**config.mk**
```make
export PLATFORM = sky130hd
export DESIGN_NAME = forwarding_hazard_unit
export DESIGN_NICKNAME = d
export VERILOG_FILES = /design/src/rtl/forwarding_hazard_unit.sv
export SDC_FILE = /design/constraint.sdc
export NUM_CORES = 1
export LEC_CHECK = 0
export CORE_AREA = 3 3 61 63
export DETAILED_ROUTE_END_ITERATION = 8
export DIE_AREA = 0 0 64 66
export PLACE_DENSITY = 0.75
export SLEW_MARGIN = 20
export SYNTH_ARGS = -nofsm -noshare
export SYNTH_HDL_FRONTEND = slang
export SYNTH_SLANG_ARGS = --single-unit
```
**constraint.sdc**
```tcl
create_clock -name clk_i -period 2 [get_ports clk_i]
set_clock_uncertainty 0.1 [all_clocks]
set_input_delay 0.2 -clock clk_i [delete_from_list [all_inputs] [get_ports clk_i]]
set_output_delay 0.2 -clock clk_i [all_outputs]
set_load 0.01 [all_outputs]
```
**src/rtl/forwarding_hazard_unit.sv**
```systemverilog
// ---------------------------------------------------------------------------
// forwarding_hazard_unit
//
// Keeps a scoreboard of register writes that are still in flight in the
// pipeline. From it, the unit picks a forwarding source for each of the two
// operands of the issuing instruction. It stalls issue when an operand depends
// on a load whose data is not yet available.
//
// Ports
//   clk_i            rising-edge clock
//   rst_n_i          asynchronous active-low reset
//   issue_valid_i    an instruction is present at decode/issue
//   issue_rs_addr_i  rs source register address
//   issue_rt_addr_i  rt source register address
//   issue_wr_en_i    issuing instruction writes a register
//   issue_wr_addr_i  destination register address
//   issue_memread_i  issuing instruction is a load
//   flush_i          pipeline flush (branch/exception)
//   rs_sel_o         0 = register file, k = forward from stage k-1
//   rt_sel_o         same encoding for rt
//   stall_o          hold issue and insert a bubble
//   stall_cnt_o      saturating count of stalled cycles
// ---------------------------------------------------------------------------
module forwarding_hazard_unit #(
  parameter int ADDR_W      = 3,
  parameter int DEPTH       = 2,
  parameter int LOAD_LAT    = 1,
  parameter int ZERO_REG_EN = 1,
  localparam int SEL_W      = $clog2(DEPTH + 1)
) (
  input  logic              clk_i,
  input  logic              rst_n_i,
  input  logic              issue_valid_i,
  input  logic [ADDR_W-1:0] issue_rs_addr_i,
  input  logic [ADDR_W-1:0] issue_rt_addr_i,
  input  logic              issue_wr_en_i,
  input  logic [ADDR_W-1:0] issue_wr_addr_i,
  input  logic              issue_memread_i,
  input  logic              flush_i,
  output logic [SEL_W-1:0]  rs_sel_o,
  output logic [SEL_W-1:0]  rt_sel_o,
  output logic              stall_o,
  output logic [15:0]       stall_cnt_o
);

  typedef enum logic [0:0] {
    ST_RUN   = 1'b0,
    ST_STALL = 1'b1
  } state_t;

  // Scoreboard: index 0 is the youngest writer (EX/MEM).
  logic [DEPTH-1:0]             valid_q, valid_d;
  logic [DEPTH-1:0]             memread_q, memread_d;
  logic [DEPTH-1:0][ADDR_W-1:0] addr_q, addr_d;
  logic [15:0]                  stall_cnt_q, stall_cnt_d;
  state_t                       state_q, state_d;

  logic [SEL_W-1:0] rs_fwd_s, rt_fwd_s;
  logic             rs_haz_s, rt_haz_s;
  logic             stall_s;

  // Select code of the youngest valid entry writing src; r0 is never
  // forwarded when it is hard-wired to zero.
  function automatic logic [SEL_W-1:0] youngest_sel(
    input logic [DEPTH-1:0]             vld,
    input logic [DEPTH-1:0][ADDR_W-1:0] adr,
    input logic [ADDR_W-1:0]            src
  );
    logic [SEL_W-1:0] sel;
    sel = {SEL_W{1'b0}};
    if (!((ZERO_REG_EN != 0) && (src == {ADDR_W{1'b0}}))) begin
      // Walk oldest to youngest so the youngest match is the one left standing.
      for (int i = DEPTH - 1; i >= 0; i--) begin
        if (vld[i] && (adr[i] == src)) begin
          sel = SEL_W'(i + 1);
        end
      end
    end
    return sel;
  endfunction

  // A matched load is unusable while it sits in a stage younger than LOAD_LAT.
  function automatic logic load_hazard(
    input logic [SEL_W-1:0] sel,
    input logic [DEPTH-1:0] mrd
  );
    logic haz;
    haz = 1'b0;
    for (int i = 0; i < DEPTH; i++) begin
      if (sel == SEL_W'(i + 1)) begin
        haz = mrd[i] && (i < LOAD_LAT);
      end
    end
    return haz;
  endfunction

  // Operand match lookup and stall decision.
  always_comb begin
    rs_fwd_s = youngest_sel(valid_q, addr_q, issue_rs_addr_i);
    rt_fwd_s = youngest_sel(valid_q, addr_q, issue_rt_addr_i);
    rs_haz_s = load_hazard(rs_fwd_s, memread_q);
    rt_haz_s = load_hazard(rt_fwd_s, memread_q);
    stall_s  = issue_valid_i & ~flush_i & (rs_haz_s | rt_haz_s);
  end

  // Output selects: zeroed when idle, flushing or stalling.
  always_comb begin
    rs_sel_o = {SEL_W{1'b0}};
    rt_sel_o = {SEL_W{1'b0}};
    if (issue_valid_i && !flush_i && !stall_s) begin
      rs_sel_o = rs_fwd_s;
      rt_sel_o = rt_fwd_s;
    end else begin
      rs_sel_o = {SEL_W{1'b0}};
      rt_sel_o = {SEL_W{1'b0}};
    end
  end

  assign stall_o     = stall_s;
  assign stall_cnt_o = stall_cnt_q;

  // Next-state for the scoreboard shift, stall counter and stall FSM.
  always_comb begin
    valid_d     = valid_q;
    memread_d   = memread_q;
    addr_d      = addr_q;
    stall_cnt_d = stall_cnt_q;
    state_d     = state_q;

    if (flush_i) begin
      valid_d = {DEPTH{1'b0}};
    end else begin
      for (int i = DEPTH - 1; i >= 1; i--) begin
        valid_d[i]   = valid_q[i-1];
        memread_d[i] = memread_q[i-1];
        addr_d[i]    = addr_q[i-1];
      end
      // A stalled instruction enters as a bubble so the hazard drains.
      valid_d[0]   = issue_valid_i & issue_wr_en_i & ~stall_s;
      memread_d[0] = issue_memread_i;
      addr_d[0]    = issue_wr_addr_i;
    end

    if (stall_s && (stall_cnt_q != 16'hFFFF)) begin
      stall_cnt_d = stall_cnt_q + 16'd1;
    end else begin
      stall_cnt_d = stall_cnt_q;
    end

    case (state_q)
      ST_RUN: begin
        if (stall_s) begin
          state_d = ST_STALL;
        end else begin
          state_d = ST_RUN;
        end
      end
      ST_STALL: begin
        if (flush_i || !stall_s) begin
          state_d = ST_RUN;
        end else begin
          state_d = ST_STALL;
        end
      end
      default: state_d = ST_RUN;
    endcase
  end

  // State registers with asynchronous clear.
  always_ff @(posedge clk_i or negedge rst_n_i) begin
    if (!rst_n_i) begin
      valid_q     <= {DEPTH{1'b0}};
      memread_q   <= {DEPTH{1'b0}};
      addr_q      <= {(DEPTH * ADDR_W){1'b0}};
      stall_cnt_q <= 16'd0;
      state_q     <= ST_RUN;
    end else begin
      valid_q     <= valid_d;
      memread_q   <= memread_d;
      addr_q      <= addr_d;
      stall_cnt_q <= stall_cnt_d;
      state_q     <= state_d;
    end
  end

endmodule

```
### After elaboration in Yosys (flattened, before gate mapping)

Cells that the tools add are included.
Widths: inputs -> output; s select.

* logic and storage cells: 46
* register bits after elaboration: 25
* output and inout port bits: 21
* input port bits: 15

* reductions and logical operators: 11
* equal/unequal tests: 9
* bitwise gates (word level): 7
* muxes and demuxes: 13
* $add $sub $neg: 1

Operator list (number)
* $mux 2: 9
* $add 16x1->16 const B: 1
* $ne 16x16->1 const B: 1
* $eq 3x3->1: 4
* $logic_and 1x1->1: 7
* $logic_not 3->1: 2
* $and 1x1->1: 4
* $eq 2x1->1 const B: 2
* $eq 2x2->1 const B: 2
* $mux 1: 4
* $logic_not 1->1: 2
* $not 1->1: 2
* $or 1x1->1: 1

### Depth between registers and ports, before layout

Gate-level depths: netlist (run 1).

* word-level depth: 13
* mapped depth: 8
* gate-level depth less buffers: 7

### Worst setup path before layout (run 1)

Ideal clock, no wire load.

* path type: reg2reg
* start: reg addr_q[1] (netlist name)
* end: reg stall_cnt_q[15], in the netlist stall_cnt_o[15]
* path buffers: 2
* required time: 1.821 ns
* clock period less this slack: 2.014 ns
* setup slack: -0.014 ns
* arrival: 1.835 ns
* cell stages (with the launch flop): 9
* library setup time: 0.079 ns
* cells stage by stage: dfrtp_1 xnor2_1 and3_1 buf_4 a32oi_2 or4_4 buf_6 nor4_4 xor2_1

* word-level cells in the longest chain between the ends: 10
* elaborated cells on any way between the ends: 19
* those cells by class: eq/ne (6); mux (8); bitwise (2); reduce/logical (3)

RTL lines
* start, declared: line 54 `logic [DEPTH-1:0][ADDR_W-1:0] addr_q, addr_d;`
* start signal, assigned: line 174 `addr_q <= {(DEPTH * ADDR_W){1'b0}};`
* start signal, assigned: line 180 `addr_q <= addr_d;`
* $eq 3x3->1: line 74 `if (vld[i] && (adr[i] == src)) begin`
* $logic_and 1x1->1: line 74
* $mux 2: line 74
* $mux 2: line 71 `if (!((ZERO_REG_EN != 0) && (src == {ADDR_W{1'b0}}))) begin`
* $eq 2x1->1: line 90 `if (sel == SEL_W'(i + 1)) begin`
* $mux 1 (2 in series): line 90
* $or 1x1->1 *: line 103 `stall_s = issue_valid_i & ~flush_i & (rs_haz_s | rt_haz_s);`
* $and 1x1->1 *: line 103
* $logic_and 1x1->1 *: line 144 `if (stall_s && (stall_cnt_q != 16'hFFFF)) begin`
* end signal, assigned: line 181 `stall_cnt_q <= stall_cnt_d;`
* end, declared: line 55 `logic [15:0] stall_cnt_q, stall_cnt_d;`

Every way passes the cells marked *; elsewhere a longest branch is shown, timed or not.
A chain may end at the register's enable or synchronous reset.

### Worst setup path after layout (run 1)

* start: reg addr_q[1] (netlist name)
* end: out rs_sel_o[1]

* word-level cells in the longest chain between the ends: 12
* elaborated cells on any way between the ends: 21
* those cells by class: eq/ne (6); mux (9); bitwise (2); reduce/logical (4)

RTL lines
* $eq 3x3->1: line 74
* $logic_and 1x1->1: line 74
* $mux 2: line 74
* $mux 2: line 71
* $eq 2x1->1: line 90
* $mux 1 (2 in series): line 90
* $or 1x1->1: line 103
* $and 1x1->1: line 103
* $logic_not 1->1
* $logic_and 1x1->1: line 110 `if (issue_valid_i && !flush_i && !stall_s) begin`
* $mux 2 *: line 110
* end, declared: line 40 `output logic [SEL_W-1:0] rs_sel_o,`

Marks and branches as above.

==> results of run 1 <==
-- worst register-to-register path, stage by stage, from the launching register on --
cell and delay [ps]:
dfrtp_1 450, xnor2_1 230, and4_4 280, a32oi_2 70, buf_4 160, or4_4 480, nor4_4 170, xor2_1 170
-- cell type report --
type / count / share of cell area (%)
Sequential cell: 25 / 29.1
Clock buffer: 3 / 1.04
Tap cell: 46 / 2.67
Inverter: 4 / 0.696
Timing Repair Buffer: 72 / 28.2
Multi-Input combinational cell: 102 / 38.1
Clock inverter: 1 / 0.232
-- cells by family after synthesis --
group | count (synthesis) | share of synthesized area [%]
XOR/XNOR | 22 | 14.0
adder cells (fa/ha/maj) | 1 | 0.908
AO/OA/AOI/OAI | 11 | 6.27
flip-flops | 25 | 45.4
buffers and inverters | 7 | 2.72
multiplexers | 8 | 6.45
AND/OR/NAND/NOR | 60 | 24.3
-- synth_stat cells (2+ instances only) --
cell type   n  area (µm²)
dfrtp_1    25         626
nand2_1    15        56.3
xor2_1     12         105
xnor2_1    10        87.6
nor3_1      9        45.0
mux2_2      7        78.8
nor2_1      7        26.3
and3_1      5        31.3
nand3_1     5        25.0
inv_1       4        15.0
nand4_1     4        25.0
nor2b_1     3        18.8
and4_1      2        17.5
nand2b_1    2        12.5
o21ai_0     2        10.0
o21ai_2     2        17.5
-- routing by layer --
layer	up-vias	wire length [µm]	global-route usage, %
met5	-	0	0
met4	0	89	7.82
met3	9	171	3.23
met2	42	1920	28.4
met1	616	1630	22.5
li1	616	-	-
-- power by group --
| group | switching (mW) | internal [mW] | total, mW |
|---|---|---|---|
| clock network | 0.165 | 0.0752 | 0.240 |
| logic | 0.0929 | 0.136 | 0.229 |
| registers | 0.0303 | 0.529 | 0.560 |
| total | 0.288 | 0.741 | 1.03 |
-- final timing paths --
path,endpoint,cells past startpoint
max in group asynchronous,addr_q[2]$_DFFE_PN0N_,2
min in group clk_i,valid_q[0]$_DFF_PN0_,2
hold / removal,addr_q[3]$_DFFE_PN0N_,2
setup reg to reg,stall_cnt_o[15]$_DFFE_PN0P_,7
hold reg to reg,stall_cnt_o[6]$_DFFE_PN0P_,1
setup / recovery,rs_sel_o[1],8
-- per-stage QoR --
stage          TNS [ps]  setup WS, ps
6_report          -1150          -206
3_5_place_dp      -7160          -487
2_1_floorplan         0         0.381
3_3_place_gp      -5930          -451
4_1_cts            -358         -99.4
5_1_grt           -1890          -280
-- what timing repair did --
| action | 4_1_cts | 5_1_grt |
|---|---|---|
| gates resized for setup | 24 | 21 |
| buffers inserted | 4 | 6 |
| pin swaps | 3 | 5 |
| setup endpoints to repair | 15 | 16 |
-- sequential cells by signal, indices dropped and copies added (netlist names) --
register and flops:
valid_q 2, stall_cnt_o 16, addr_q 6, memread_q 1
==> results.txt, run 1 <==
The effective utilization at floorplan is a little over two fifths. The root buffer cell chosen for the clock tree is clkbuf_4. The level count of the clock H-tree is 1. The final reports fail on setup timing. The via-per-instance ratio came out at 5.07.

The startpoint identified for the worst register-to-register timing path is addr_q[0]$_DFFE_PN0N_. The number of enable-type register cells in the synthesized netlist is 0. The horizontal die dimension is about 64 µm. After technology mapping, the gate count stands at 134. After detailed routing, the average wire length per cell comes to around 15 µm.

In the layout the commonest cells are buf_4, clkdlybuf4s50_1, dfrtp_1. The count of TritonRoute iterations in the first routing pass came out at 6. The largest fanout of any net on the critical path came out at 4. Summing internal, switching and leakage power gives between 1 and 1.5 mW. Clock tree synthesis found a total of 25 sinks. From synthesis to final layout, the design area changed by 56.6%. The setup slack after layout is -206 ps. The multi-input combinational cells in the finished layout cover a total of slightly above 800 µm².

The register bit count reported by yosys came out at 25. The min-delay analysis places its worst path in the category input pin to async pin. The via count of the first global-routing pass came out at ~1200. After detailed placement, the total cell area comes to just under 2000 µm². The most used flip-flop cell after synthesis is dfrtp_1. The run finished, with violations left. The mapped netlist covers roughly 1400 µm². After global routing the overflow that remains totals 0. Entering global routing, the biggest net connects 26 pins. The residual DRC count came out at 0.

The critical path goes through xnor2_2 -> and3_4 -> buf_4 -> buf_4 -> nand2_1 -> a31oi_1 -> nor3_1 -> buf_2. The number of antenna repair diodes is 0. The fmax is approximately 450 MHz.

The number of CTS-inserted buffers came out at 3. The critical path data arrival time came out at between 1500 and 2000 ps. The part of the cycle the worst path needs came out at 110%. Of the cells placed in the final design, the portion with a size suffix greater than 1 is between 30% and 40%. The register area share after synthesis is 45.4%. The global-route wire length before repair is 5710 µm.

The final count of pins violating max slew came out at 0. The design area is 2160 µm². The final number of hold-violating endpoints came out at 0. The share of async-settable or async-resettable flops after synthesis is 100%.

The register-to-register setup slack is -170 ps. The leakage power figure came out at 1.01 nW. The clock-pin slew on the worst setup and hold paths is 140 ps. The number of buffers and inverters on the critical path is 3. A synthesized cell averages 10.3 µm².

The final wirelength came out at approximately 3800 µm. TritonCTS built the clock tree. Synthesis produced a netlist with a net count of 150.

The startpoint-to-endpoint class of the critical path is flop to output port. In this design, the critical path's most frequently occurring cell is buf_4. The placed cell count came out at roughly 240. The number of nets in the final layout came out at roughly 220. The maximum count of clock buffers along a single path is 2. The measured slew at the worst slew-check pin is ~320 ps. The type of element launching the critical path is a flop. The non-filler instance count after layout is 253. The HPWL after detailed placement is between 2000 and 3000 µm. The number of core rows is 21.

In the global route stage, overall resource usage came out at about 17%. Max-cap violations in this run came to 0. The most frequent standard cell in the layout excluding fill and tap cells is buf_4. Across all hold checks on the routed design, the worst slack comes to 109 ps. For this run, the slowest stage of the critical path takes between 400 and 500 ps.

The total die area came out at approximately 4200 µm². The height of the chip came out at around 66 µm. VDD sags by at most between 0.0002 and 0.0003 V.

The largest individual stage delay along the critical path comes from the cell dfrtp_1. The core box area is 3280 µm². The count of hold buffers inserted by post-cts repair is 0. STA classifies the critical path endpoint as an output port. The worst-case headroom to the max-slew limit is between 70% and 80%. For this design the top-level I/O count stands at 36.

The number of library cell types mapped by synthesis is 36. For the worst setup path, the data required time is ~1700 ps. The first routing iteration left between 100 and 150 violations. Buffers placed on the I/O ports in this run total 35. The latest clock arrival within the worst-skew pair came out at about 330 ps. The post-route core utilization is between 60 and 70%. At the end of routability-driven placement, the weighted congestion stood at 0.884.

Setup repair after global routing could not meet its margin everywhere. The final route contains roughly 1300 vias. The time the final worst path needs with I/O delays and setup came out at ~2200 ps.

The family with the most delay on the worst path is flip-flops. The critical path launch point is addr_q[1]$_DFFE_PN0N_. In the final layout, flip-flops and latches occupy 627 µm². The count of warnings emitted by yosys is 0. The initial antenna violation count came out at 0. The total power divided by cell area is around 480 nW/µm². The layout has between 200 and 300 filler cells.

The final setup violation count is 11. The antenna violation net count after detailed routing is 0.
Note: power is estimated with default switching activity, not from simulation.
==> inputs of run 2 (changes only) <==
- CORE_AREA: 3 3 61 63 -> 3 3 58 60
- DIE_AREA: 0 0 64 66 -> 0 0 61 63
- PLACE_DENSITY: 0.75 -> 0.79
- clock period: 2 -> 2.35 ns (I/O delays scaled with it)
==> results.txt, run 2 (same netlist as run 1, synthesis figures left out) <==
The flow ran to the end, and the final reports show no timing, DRC or antenna violations. The root buffer cell chosen for the clock tree is clkbuf_4. The power share of the clock group is 23.2% (about the same).

The level count of the clock H-tree is 1 (unchanged). The height of the chip came out at 63 µm (-4.5%). Relative to the synthesized area, the layout overhead comes to 42.5%. The number of I/O pins came out at 36 (unchanged). The clock tree from TritonCTS is done. The routed length per placed instance came out at 15.2 µm (+0.71%). The number of flip-flops under the largest register name is 16 (unchanged).

Among cell families on the critical path, the largest total delay comes from buffers and inverters. The number of nets in the final layout came out at 210 (-6.3%). The via-per-instance ratio came out at 5.31 (+4.8%). The total design power is 826 µW (-20%). The worst-case headroom to the max-slew limit is 78.4% (-0.11 points).

The final wirelength is 3420 µm (-10%). The final count of pins violating max slew came out at 0 (unchanged). The maximum count of clock buffers along a single path is 2 (unchanged). The part of the power in registers was 58.3% (+3.9 points). The count of hold buffers inserted by post-cts repair is 0 (unchanged). The design area came out at 1960 µm² (-9.0%).

The vias after detailed routing came out at 1201 (-6.4%). The most frequent standard cell in the layout excluding fill and tap cells is clkdlybuf4s50_1. The number of antenna repair diodes came out at 0 (unchanged).

The residual DRC count came out at 0 (unchanged). The number of core rows came out at 20 (-4.8%). Traced cell by cell, the critical path runs through o21bai_1 -> o21ai_2 -> buf_4 -> buf_4 -> nand2_1 -> nor3_1 -> dlygate4sd2_1. The count of routing violations after the opening detailed-route iteration is 38 (-63%). The horizontal die dimension came out at 61 µm (-4.7%). The final setup violation count is 0 (-11). The measured slew at the worst slew-check pin came out at 324 ps (+1.66 ps). The post-detailed-placement cell area is 1870 µm² (-5.1%). The required time at the endpoint of the critical path came to 2020 ps (+320 ps). The largest fanout of any net on the critical path came out at 6 (+2). The slowest cell on the critical path is dfrtp_2. Setup repair after global routing could not meet its margin everywhere. The maximum cell stage delay along the critical path is 470 ps (about the same). The initial antenna violation count came out at 0 (unchanged).

The share of final-layout standard cells stronger than drive strength 1 is 24.9% (-13 points). The post-route core utilization was 65.9% (+0.25 points). The worst setup path is captured at an output port.

The part of the cycle the worst path needs is between 90% and 100%. Subtracting the final worst setup slack from the clock period gives 2250 ps. The most used cell along the critical path is buf_4. The count of TritonRoute iterations in the first routing pass came to 4 (-2). The port buffer count was 35 (unchanged). The worst ir drop on vdd is 0.000267 V (-7.8%).

The top cell types in the final layout, fill and taps aside, are clkdlybuf4s50_1, dfrtp_1, buf_4. The placed cell count came out at 215 (-10%). The clock sink count came out at 25 (unchanged). The reported max-cap violation count is 0 (unchanged). The number of buffers and inverters on the critical path came out at 3 (unchanged). The total power divided by cell area was 421 nW/µm² (-12%). The non-filler instance count after layout is 226 (-11%).

The maximum number of pins on one net before global-route repair came out at 26 (unchanged). The HPWL reported at the end of detailed placement came out at 2510 µm (-5.7%). The combinational group share of total power is 18.5% (-3.8 points). The antenna violation net count after detailed routing came to 0 (unchanged). The total negative slack came out at 0 ps (+1150 ps). The worst hold margin is 173 ps (+64.3 ps).

The critical path data arrival time came to 1920 ps (about the same). The clock-pin slew on the worst setup and hold paths is 130 ps (about the same). The final number of hold-violating endpoints came out at 0 (unchanged). The total die area came out at 3840 µm² (-9.0%). The worst setup slack before clock tree synthesis came out at -205 ps (+282 ps). The setup slack after layout is 96.3 ps (+303 ps). The core box area is 2980 µm² (-9.3%). The global-route congestion overflow total came out at 0 (unchanged). The final weighted congestion of routability-driven global placement was 0.831 (-6.0%). The leakage power figure is 0.912 nW (-9.6%). The global-route wire length before repair came out at 5410 µm (-5.3%). The worst setup path is launched from a flop. The internal power contribution was 610 µW (-18%). The total routing resource utilization after global routing is 18.5% (+1.0 points).

The switching power of the nets is 216 µW (-25%). The number of CTS-inserted buffers came out at 3 (unchanged). The effective utilization at floorplan is 46.3% (+4.3 points). The layout filler cell count is 256 (unchanged). The fmax came out at roughly 440 MHz.

The worst setup path is of the flop to output port kind. The via count of the first global-routing pass came out at 1204 (-2.8%). The fraction of power spent switching nets came out at 26.1% (-1.8 points).

The latest clock arrival within the worst-skew pair came to 320 ps (about the same). The class of the most critical hold timing path is input pin to async pin.
[run 2: cell count changes in the layout (fill, tap and decap cells not counted), moves of 2 or more]
cell,previous run,this run
buf_2,4,0
buf_4,37,23
clkdlybuf4s50_1,28,30
dlygate4sd2_1,0,4
dlymetal6s2s_1,2,0
nor3_1,4,9
nor3_2,6,1
o21ai_2,0,2
o21ai_4,2,0
[run 2: final timing paths]
kind	from	endpoint	slack, ps	cells after the start
min	rst_n_i	valid_q[0]$_DFF_PN0_	170	2
max reg2reg	addr_q[0]$_DFFE_PN0N_	stall_cnt_o[15]$_DFFE_PN0P_	140	7
min in group clk_i	issue_wr_en_i	valid_q[0]$_DFF_PN0_	400	2
max in group asynchronous	rst_n_i	addr_q[0]$_DFFE_PN0N_	1710	2
min reg2reg	stall_cnt_o[6]$_DFFE_PN0P_	stall_cnt_o[6]$_DFFE_PN0P_	420	1
max	addr_q[0]$_DFFE_PN0N_	rs_sel_o[0]	100	7
[run 2: power groups by stage]
| stage | registers [mW] | logic, mW | clock network (mW) |
|---|---|---|---|
| finish | 0.481 | 0.153 | 0.192 |
| global route | 0.486 | 0.166 | 0.219 |
| CTS | 0.480 | 0.139 | 0.203 |
| detailed placement | 0.487 | 0.136 | 0 |
| global placement | 0.486 | 0.132 | 0 |
| floorplan | 0.483 | 0.0639 | 0 |
[run 2: final cells by class]
class	count	area [µm²]	share of cell area [%]
multi-input cells	102	739	37.7
flip-flops and latches	25	628	32.0
repair buffers	58	513	26.1
well taps	33	41.3	2.10
clock buffers	4	26.3	1.34
inverters	4	15.0	0.765
[run 2: what timing repair did]
action	CTS	global route
pin swaps	1	6
setup endpoints to repair	5	5
setup buffers	1	6
gates resized for setup	9	6
[run 2: routing by layer]
layer,up-vias,wire length (µm),track usage (%),part of all wire (%)
li1,588,-,-,-
met5,-,0,0,0
met2,33,1660,29.1,48
met1,572,1550,24.4,45
met4,0,74,8.40,2.2
met3,8,141,2.89,4.1
==> inputs of run 3 (changes only) <==
- REMOVE_ABC_BUFFERS: unset -> 1
==> results.txt, run 3 (same netlist as run 1, synthesis figures left out) <==
The latest clock arrival within the worst-skew pair came out at 310 ps (about the same). The critical path data arrival time is 2380 ps (+460 ps). The area growth from synthesis to layout is 40.0%. The worst ir drop on vdd is 0.000211 V (-21%). The via-per-instance ratio was 5.30 (-0.20%). The number of CTS-inserted buffers came out at 3 (unchanged). The final wirelength is 3260 µm (-4.9%). The reported max-cap violation count is 0 (unchanged). Traced cell by cell, the critical path runs through o21bai_1 -> o21ai_2 -> buf_4 -> a32oi_2 -> or4_4 -> nor4_4 -> xor2_1. The share of final-layout standard cells stronger than drive strength 1 came out at 22.5% (-2.4 points). The core box area came out at 2980 µm² (unchanged). The final weighted congestion of routability-driven global placement is 0.888 (+6.9%). The port buffer count is 35 (unchanged). The final setup violation count came out at 0 (unchanged).

The total routing resource utilization after global routing was 18.7% (+0.19 points). The critical path in this run is classified as flop to flop. The level count of the clock H-tree came out at 1 (unchanged). The number of core rows came out at 20 (unchanged). The clock sink count is 25 (unchanged). The part of the power in registers came out at 58.6% (+0.3 points). The measured slew at the worst slew-check pin is 322 ps (-1.49 ps). The time the final worst path needs with I/O delays and setup came out at 2240 ps (-13.0 ps).

The class of the most critical hold timing path is input pin to async pin. The total power divided by cell area came out at 423 nW/µm² (+0.55%). The effective utilization at floorplan is 46.3% (unchanged). The worst setup slack before clock tree synthesis is -251 ps (-45.8 ps).

The worst setup path is captured at a flop. TritonCTS built the clock tree. The run finished with clean final reports.

The internal power contribution is 604 µW (-0.98%). The antenna violation net count after detailed routing came out at 0 (unchanged). The setup slack after layout came out at 109 ps (+13.0 ps). The root buffer selected by CTS is clkbuf_4.

The largest fanout of any net on the critical path came to 6 (unchanged). The HPWL reported at the end of detailed placement came out at 2520 µm (+0.78%). The final count of pins violating max slew is 0 (unchanged). The global-route congestion overflow total is 0 (unchanged).

The maximum cell stage delay along the critical path came to 600 ps (+130 ps). The layout filler cell count is 262 (+2.3%). The number of cells traversed by the worst register-to-register path was 7 (unchanged).

The final number of hold-violating endpoints is 0 (unchanged). The register-to-register setup slack came out at 110 ps (-30 ps). The cell family contributing the most delay on the critical path is simple AND/OR/NAND/NOR gates. The worst-case headroom to the max-slew limit is 78.5% (+0.099 points). The count of routing violations after the opening detailed-route iteration came out at 81 (+110%). The combinational group share of total power is 18.3% (-0.2 points). The power share of the clock group is 23.1% (about the same). The number of nets in the final layout is 208 (-0.95%).

The total die area came out at 3840 µm² (unchanged). The residual DRC count was 0 (unchanged). The post-detailed-placement cell area came out at 1880 µm² (+0.80%). The number of antenna repair diodes came out at 0 (unchanged).

The fraction of power spent switching nets came out at 25.9% (-0.20 points). The design area is 1930 µm² (-1.8%). The fmax is 446 MHz (+0.58%). The routed length per placed instance came out at 14.5 µm (-4.0%). The global-route wire length before repair is 5640 µm (+4.3%). The library cell used most frequently in the layout, excluding fill and tap cells, is clkdlybuf4s50_1. The number of I/O pins is 36 (unchanged). The count of TritonRoute iterations in the first routing pass is 4 (unchanged).

The library cells used most frequently in the layout, excluding fill and tap cells, are clkdlybuf4s50_1, dfrtp_1, buf_4. The number of buffers and inverters on the critical path is 1 (-2). The maximum count of clock buffers along a single path came out at 2 (unchanged). The leakage power figure is 0.893 nW (-2.1%). The switching power of the nets is 212 µW (-2.0%). The count of hold buffers inserted by post-cts repair came out at 0 (unchanged).

The total design power is 816 µW (-1.2%). The worst setup path is launched from a flop. The number of flip-flops under the largest register name was 16 (unchanged). The vias after detailed routing is 1188 (-1.1%). The path length in cells of the critical path came out at 7 (unchanged). The maximum number of pins on one net before global-route repair is 26 (unchanged). The height of the chip came to 63 µm (unchanged). The part of the cycle the worst path needs came out at 95.3% (-0.55 points).

The via count of the first global-routing pass is 1300 (+8.0%). The horizontal die dimension is 61 µm (unchanged). The required time at the endpoint of the critical path is 2490 ps (+470 ps). The initial antenna violation count was 0 (unchanged). The clock-pin slew on the worst setup and hold paths was 140 ps (about the same). The slowest stage of the critical path belongs to the cell or4_4.
==> run 3: cell count changes in the layout (fill, tap and decap cells not counted), sizes merged <==
| cell | previous run | this run |
|---|---|---|
| clkinv | 0 | 1 |
| clkbuf | 5 | 4 |
| dlygate4sd2 | 4 | 3 |
| clkdlybuf4s15 | 0 | 1 |
| buf | 23 | 21 |
==> run 3: worst reg2reg max path: cells and delay by family (launching register included) <==
family	cells	cell delay (ps)
flip-flops	1	470
XOR/XNOR	1	170
buffers and inverters	1	150
AO/OA/AOI/OAI	3	510
AND/OR/NAND/NOR	2	780
==> run 3: repair_timing <==
| action | 4_1_cts | 5_1_grt |
|---|---|---|
| setup endpoints to repair | 5 | 3 |
| buffers inserted | 2 | 1 |
| pin swaps | 1 | 1 |
| resized for setup | 7 | 5 |
| cloned | 0 | 0 |
==> run 3: power by group through the flow <==
stage	clock [mW]	combinational [mW]	sequential (mW)
detailed placement	0	0.140	0.487
floorplan	0	0.0610	0.483
CTS	0.202	0.148	0.479
global route	0.219	0.163	0.483
finish	0.188	0.149	0.478
global placement	0	0.136	0.485
==> run 3: through the flow <==
step	util (%)	hold slack, ps	cells	setup TNS (ps)
6_report	64.7	178	224	0
5_1_grt	64.7	171	224	-10.2
4_1_cts	64.5	178	223	0
3_5_place_dp	63.2	388	217	-739
3_3_place_gp	63.2	382	217	-345
2_1_floorplan	-	-161	131	0
==> run 3: final timing paths <==
| kind | from | end |
|---|---|---|
| worst max-delay path | addr_q[0]$_DFFE_PN0N_ | stall_cnt_o[15]$_DFFE_PN0P_ |
| worst min-delay path | rst_n_i | valid_q[0]$_DFF_PN0_ |
| worst max register to register | addr_q[0]$_DFFE_PN0N_ | stall_cnt_o[15]$_DFFE_PN0P_ |
| worst min register to register | stall_cnt_o[6]$_DFFE_PN0P_ | stall_cnt_o[6]$_DFFE_PN0P_ |
| max in group asynchronous | rst_n_i | addr_q[0]$_DFFE_PN0N_ |
| min in group clk_i | issue_wr_en_i | valid_q[0]$_DFF_PN0_ |
==> run 3: per-layer routing <==
layer / share of wire [%] / global-route usage [%] / vias up
li1: - / - / 583
met1: 45 / 24.2 / 571
met2: 50 / 32.0 / 32
met3: 4.2 / 3.31 / 2
met4: 0.52 / 3.79 / 0
met5: 0 / 0 / -
==> run 3: final cells by class <==
| cell class | count | area (µm²) | area share (%) |
|---|---|---|---|
| Multi-Input combinational cell | 102 | 718 | 37.2 |
| Sequential cell | 25 | 627 | 32.5 |
| Timing Repair Buffer | 56 | 499 | 25.9 |
| Tap cell | 33 | 41.3 | 2.14 |
| Clock buffer | 3 | 22.5 | 1.17 |
| Inverter | 4 | 15.0 | 0.779 |
| Clock inverter | 1 | 5.00 | 0.260 |
